File: config.mk
export PLATFORM = sky130hd
export DESIGN_NAME = game_controller_flat
export DESIGN_NICKNAME = d
export VERILOG_FILES = /design/src/rtl/game_controller_pkg.sv /design/src/rtl/game_controller_if.sv /design/src/rtl/game_controller_rise_detect.sv /design/src/rtl/game_controller.sv /design/src/flat_wrapper.sv
export SDC_FILE = /design/constraint.sdc
export NUM_CORES = 1
export LEC_CHECK = 0
export ABC_AREA = 0
export CORE_MARGIN = 8
export CORE_UTILIZATION = 49
export CTS_CLUSTER_DIAMETER = 50
export DETAILED_ROUTE_END_ITERATION = 16
export PLACE_DENSITY = 0.85
export SYNTH_ARGS = -nofsm -noshare
export SYNTH_HDL_FRONTEND = slang
export SYNTH_SLANG_ARGS = --single-unit
export TNS_END_PERCENT = 1
File: constraint.sdc
create_clock -name clock_50 -period 1.8 [get_ports clock_50]
set_input_delay 0.45 -clock clock_50 [delete_from_list [all_inputs] [get_ports clock_50]]
set_output_delay 0.45 -clock clock_50 [all_outputs]
set_load 0.02 [all_outputs]
File: src/rtl/game_controller_pkg.sv
// Shared state codes and command bundle for the memory-game control unit.
package game_controller_pkg;

  typedef enum logic [3:0] {
    S_INIT   = 4'd0,
    S_SETUP  = 4'd1,
    S_PREP   = 4'd2,
    S_SEQ    = 4'd3,
    S_PLAY   = 4'd4,
    S_CHECK  = 4'd5,
    S_NEXT   = 4'd6,
    S_RESULT = 4'd7
  } state_e;

  typedef struct packed {
    logic r1;
    logic r2;
    logic e1;
    logic e2;
    logic e3;
    logic e4;
    logic sel;
  } cmd_t;

  localparam cmd_t CMD_IDLE = '0;

endpackage

File: src/rtl/game_controller_if.sv
// Status flags from the datapath and command strobes back to it.
interface game_controller_if;
  logic       enter;
  logic       end_fpga;
  logic       end_user;
  logic       end_time;
  logic       win;
  logic       match;
  logic       r1;
  logic       r2;
  logic       e1;
  logic       e2;
  logic       e3;
  logic       e4;
  logic       sel;
  logic [3:0] state;

  modport master (
    output enter, end_fpga, end_user, end_time, win, match,
    input  r1, r2, e1, e2, e3, e4, sel, state
  );

  modport slave (
    input  enter, end_fpga, end_user, end_time, win, match,
    output r1, r2, e1, e2, e3, e4, sel, state
  );
endinterface

File: src/rtl/game_controller_rise_detect.sv
// One-cycle pulse on a rising edge of an already-debounced level.
module game_controller_rise_detect (
  input  logic i_clk,
  input  logic i_rst,
  input  logic i_d,
  output logic o_rise
);
  logic r_q;

  always_ff @(posedge i_clk) begin
    if (i_rst) r_q <= 1'b0;
    else       r_q <= i_d;
  end

  assign o_rise = i_d & ~r_q;
endmodule

File: src/rtl/game_controller.sv
// Moore sequencer for the memory game: setup, FPGA playback, user entry, check, result.
//   state  | meaning
//   INIT   | clear setup, round counter and divider
//   SETUP  | load setup register until enter
//   PREP   | clear per-round counters/registers
//   SEQ    | FPGA plays its sequence
//   PLAY   | user entry with time limit
//   CHECK  | compare user vs FPGA sequence
//   NEXT   | advance round counter by one
//   RESULT | show result, wait for enter or timeout
module game_controller #(
  parameter int unsigned RESULT_HOLD = 250_000_000,
  parameter int unsigned HOLD_W      = 28
) (
  input logic              clock_50,
  input logic              reset,
  game_controller_if.slave bus
);
  import game_controller_pkg::*;

  localparam bit                HOLD_EN   = (RESULT_HOLD != 0);
  localparam logic [HOLD_W-1:0] HOLD_LAST = HOLD_W'(HOLD_EN ? RESULT_HOLD - 1 : 0);

  state_e            r_state;
  state_e            w_state_nxt;
  logic [HOLD_W-1:0] r_hold;
  logic              w_enter_p;
  logic              w_hold_done;
  cmd_t              w_cmd;

  game_controller_rise_detect u_rise (
    .i_clk  (clock_50),
    .i_rst  (reset),
    .i_d    (bus.enter),
    .o_rise (w_enter_p)
  );

  always_ff @(posedge clock_50) begin
    if (reset) r_state <= S_INIT;
    else       r_state <= w_state_nxt;
  end

  // Counts cycles spent in RESULT; any other state keeps it parked at zero.
  always_ff @(posedge clock_50) begin
    if (reset || (r_state != S_RESULT)) r_hold <= '0;
    else                                r_hold <= r_hold + HOLD_W'(1);
  end

  assign w_hold_done = HOLD_EN && (r_hold == HOLD_LAST);

  always_comb begin
    w_state_nxt = r_state;
    case (r_state)
      S_INIT:   w_state_nxt = S_SETUP;
      S_SETUP:  if (w_enter_p) w_state_nxt = S_PREP;
      S_PREP:   w_state_nxt = S_SEQ;
      S_SEQ:    if (bus.end_fpga) w_state_nxt = S_PLAY;
      S_PLAY: begin
        // Completion beats timeout when both land in the same cycle.
        if (bus.end_user)      w_state_nxt = S_CHECK;
        else if (bus.end_time) w_state_nxt = S_RESULT;
      end
      S_CHECK:  w_state_nxt = (!bus.match || bus.win) ? S_RESULT : S_NEXT;
      S_NEXT:   w_state_nxt = S_PREP;
      S_RESULT: if (w_enter_p || w_hold_done) w_state_nxt = S_INIT;
      default:  w_state_nxt = S_INIT;
    endcase
  end

  always_comb begin
    w_cmd = CMD_IDLE;
    case (r_state)
      S_INIT: begin
        w_cmd.r1 = 1'b1;
        w_cmd.r2 = 1'b1;
      end
      S_SETUP:  w_cmd.e1  = 1'b1;
      S_PREP:   w_cmd.r2  = 1'b1;
      S_SEQ:    w_cmd.e3  = 1'b1;
      S_PLAY:   w_cmd.e2  = 1'b1;
      S_NEXT:   w_cmd.e4  = 1'b1;
      S_RESULT: w_cmd.sel = 1'b1;
      default:  w_cmd = CMD_IDLE;
    endcase
  end

  assign bus.r1    = w_cmd.r1;
  assign bus.r2    = w_cmd.r2;
  assign bus.e1    = w_cmd.e1;
  assign bus.e2    = w_cmd.e2;
  assign bus.e3    = w_cmd.e3;
  assign bus.e4    = w_cmd.e4;
  assign bus.sel   = w_cmd.sel;
  assign bus.state = r_state;
endmodule

File: src/flat_wrapper.sv
// flat-port wrapper written by rule: the top's interface ports become plain ports
module game_controller_flat import game_controller_pkg::*;
#(
  parameter int unsigned RESULT_HOLD = 250_000_000,
  parameter int unsigned HOLD_W      = 28
)
  (clock_50, reset, bus_enter, bus_end_fpga, bus_end_user, bus_end_time, bus_win, bus_match, bus_r1, bus_r2, bus_e1, bus_e2, bus_e3, bus_e4, bus_sel, bus_state);
  game_controller_if bus_i ();
  input logic clock_50;
  input logic reset;
  input wire logic [$bits(bus_i.enter)-1:0] bus_enter;
  input wire logic [$bits(bus_i.end_fpga)-1:0] bus_end_fpga;
  input wire logic [$bits(bus_i.end_user)-1:0] bus_end_user;
  input wire logic [$bits(bus_i.end_time)-1:0] bus_end_time;
  input wire logic [$bits(bus_i.win)-1:0] bus_win;
  input wire logic [$bits(bus_i.match)-1:0] bus_match;
  output wire logic [$bits(bus_i.r1)-1:0] bus_r1;
  output wire logic [$bits(bus_i.r2)-1:0] bus_r2;
  output wire logic [$bits(bus_i.e1)-1:0] bus_e1;
  output wire logic [$bits(bus_i.e2)-1:0] bus_e2;
  output wire logic [$bits(bus_i.e3)-1:0] bus_e3;
  output wire logic [$bits(bus_i.e4)-1:0] bus_e4;
  output wire logic [$bits(bus_i.sel)-1:0] bus_sel;
  output wire logic [$bits(bus_i.state)-1:0] bus_state;
  assign bus_i.enter = bus_enter;
  assign bus_i.end_fpga = bus_end_fpga;
  assign bus_i.end_user = bus_end_user;
  assign bus_i.end_time = bus_end_time;
  assign bus_i.win = bus_win;
  assign bus_i.match = bus_match;
  assign bus_r1 = bus_i.r1;
  assign bus_r2 = bus_i.r2;
  assign bus_e1 = bus_i.e1;
  assign bus_e2 = bus_i.e2;
  assign bus_e3 = bus_i.e3;
  assign bus_e4 = bus_i.e4;
  assign bus_sel = bus_i.sel;
  assign bus_state = bus_i.state;
  game_controller #(.RESULT_HOLD(RESULT_HOLD), .HOLD_W(HOLD_W)) u_core (.clock_50(clock_50), .reset(reset), .bus(bus_i));
endmodule
==> flow_summary.ini <==
[placement]
place_congestion = 0.794
numPortBuffers = 17
pre_cts_ws_ns = -0.135
hpwlAfterDp_mm = 2.89
dpl.cell_count = 273

[final_layout]
final_core_util_pct = 62.7
synthToLayoutAreaGrowth_pct = 26.8
drive_gt1_share_pct = 25.4
instances_no_fill = 278
nets = 243
diodes = 0

[outcome]
outcome = complete, but fails checks
violations = negative setup slack

[clocking]
cts.sinks = 32
clockBufferDepth = 2
cts_tree = done
clock_latency_ns = 0.34
clk_pin_slew_ns = 0.09
root_buffer = clkbuf_4
cts_buffers = 5
htree_levels = 2
postCtsHoldBufs = 0

[setup_path]
criticalPathCategory = flop to flop
end_kind = flop
path_cells = nand3_2 > or4_4 > or4_1 > a21oi_1
crit_start = u_core.r_hold[10]
arrival_ns = 2.08
r2r_start = u_core.r_hold[10]
cpPeakStageDelay_ns = 0.65
rr_worst_depth = 4
crit_required_ns = 2.07
cp_max_fo = 22
reg2reg_slack_ns = -0.02
critPathLaunchType = flop
cp_slowest_cell = or4_4
r2r-end = u_core.r_hold[25]

[route]
drc = 0
dr_total_vias = 1574
firstDrtPassIters = 4
via_per_inst = 5.66
routed_wl_mm = 3.86
ant_nets = 0
drtIter0Drc = 81
wl_per_cell_um = 13.9

[sta]
finalCriticalPeriod_ns = 1.82
slew_violations = 0
tns_ns = -0.0163
setup_viol = 1
fmax_mhz = 551
min_period_over_period_pct = 101
fin_worst_skew_ns = 0.00908
layout_setup_ws_ns = -0.0163
finalHoldViolCount = 0
rsz0062_at_grt = true

[grt]
antenna_found_initial = 0
grt_pass1_wl_mm = 6.49
grt_pass1_vias = 1480
grt_usage_pct = 15.5
overflow = 0
grt_max_degree = 23

[logic_synthesis]
yosys.area_share.adder_pct = 0.776
yosysUniqueCellTypes = 40
syn_area_um2 = 1610
synth_xor_area_share_pct = 6.52
synthFlopType = dfxtp_1
ys_seq_area_share_pct = 39.8
netlist_instances = 192
ys_ff_latch = 32
synth_compound_area_share_pct = 12.7
yosysWarningCount = 0
synth_top_family_by_area = simple AND/OR/NAND/NOR gates
synthesis.nets = 201
yosys.area_share.simple_pct = 34.5
async_flop_share_pct = 0
muxShareOfSynthArea_pct = 1.86
synth-edff-count = 0
syn_area_per_cell_um2 = 8.39

[die]
fp.dieH_um = 73.4
core_area_um2 = 3260
num_io_pins = 19
die_w_um = 73.4
core.rowCount = 21
start_util_pct = 49.5
die-area_um2 = 5380

[power_and_ir_drop]
p_seq_share_pct = 61.3
p_int_mw = 0.897
peakVddDrop_uv = 356
powerDensity_nw_per_um2 = 579
leakage_nw = 0.736
clkPwrFrac_pct = 29.8
combPwrFrac_pct = 8.9
p_switching_mw = 0.286
switching_share_pct = 24.2

[flow_run]
maxCapViolations = 0

[hold_path]
hold_depth = 2
hold_class = flop to flop
hp-start = u_core.r_hold[23]
hold_end = u_core.r_hold[23]
## per-stage QoR
step | power [mW] | hold slack [ns] | instance area [µm²]
CTS | 1.20 | 0.477 | 2050
finish | 1.18 | 0.478 | 2040
detailed placement | 0.854 | 0.466 | 2010
global placement | 0.851 | 0.455 | 2010
global route | 1.23 | 0.512 | 2040
floorplan | 0.791 | 0.438 | 1620
## layout by cell type (no fill, tap or decap), types with 4 or more instances in the layout
cell / n
dfxtp_2: 7
buf_4: 29
dlygate4sd2_1: 4
nor2b_1: 4
nand4_1: 6
a21oi_1: 11
nand3_1: 14
clkbuf_4: 5
or4_1: 9
xnor2_1: 7
clkdlybuf4s50_1: 7
nor4_1: 6
o31ai_1: 9
and3_1: 6
nor3_1: 5
o21ai_0: 4
nor2_1: 17
nand2_1: 10
xor2_1: 5
dfxtp_1: 24
## power by group through the flow
| stage | Sequential (mW) | Clock, mW | Combinational (mW) |
|---|---|---|---|
| final | 0.725 | 0.353 | 0.105 |
| after global routing | 0.727 | 0.389 | 0.114 |
| after CTS | 0.725 | 0.364 | 0.107 |
| after detailed placement | 0.740 | 0 | 0.114 |
| after global placement | 0.739 | 0 | 0.112 |
| after floorplan | 0.739 | 0 | 0.0518 |
## worst max path at each step
stage                             end  slack [ns]
floorplan                      bus_e1        0.01
detailed placement             bus_e2       -0.14
finish              u_core.r_hold[25]       -0.02
CTS                            bus_e4       -0.09
global route        u_core.r_hold[24]       -0.07
global placement               bus_e2       0.004
## sequential cells by signal (all words and copies together), names as in the netlist
signal / count
u_core.bus.state: 3
u_core.r_hold: 28
u_core.u_rise.r_q: 1
## worst max-delay path, delay by kind of cell (launching register included)
| kind | cells | cell delay [ns] |
|---|---|---|
| compound gates | 1 | 0.16 |
| flops | 1 | 0.34 |
| simple gates | 3 | 1.25 |
## cells by family (layout without fill, tap and decap cells)
family | Yosys count | after routing
other | 1 | 1
adders and majority gates | 1 | 1
DFF | 32 | 32
and+or+nand+nor | 98 | 98
xor gates and xnor gates | 12 | 12
AOI/OAI and AO/OA | 32 | 32
buffers and inverters | 13 | 53
muxes | 3 | 3
## layout make-up
class / instances / area (µm²)
Clock buffer: 5 / 37.5
Fill cell: 301 / 1210
Inverter: 2 / 7.51
Multi-Input combinational cell: 147 / 928
Sequential cell: 32 / 653
Tap cell: 46 / 57.6
Timing Repair Buffer: 46 / 359
## cell usage after synthesis, types with 3 or more instances
cell type | n | area share (%)
a21oi_1 | 11 | 3.4
and3_1 | 6 | 2.3
and4_1 | 3 | 1.6
clkbuf_1 | 9 | 2.1
dfxtp_1 | 32 | 40
mux2i_1 | 3 | 1.9
nand2_1 | 12 | 2.8
nand3_1 | 14 | 4.3
nand4_1 | 6 | 2.3
nor2_1 | 17 | 4.0
nor2b_1 | 5 | 1.9
nor3_1 | 5 | 1.6
nor3b_1 | 3 | 1.4
nor4_1 | 6 | 2.3
o21ai_0 | 4 | 1.2
o31ai_1 | 9 | 4.2
or2_2 | 3 | 1.2
or4_1 | 9 | 4.2
xnor2_1 | 7 | 3.8
xor2_1 | 5 | 2.7
## routing by layer
layer	track usage, %	up-vias	part of all wire [%]
li1	-	788	-
met1	16.9	741	44
met2	26.6	34	50
met3	3.00	11	3.9
met4	9.76	0	2.7
met5	0	-	0
## repair_timing
item,4_1_cts,5_1_grt
buffers inserted,0,0
pin swaps,1,2
gates resized for setup,25,11
endpoints found under the setup margin,13,16
No activity file was read; power rests on OpenSTA's default activity.
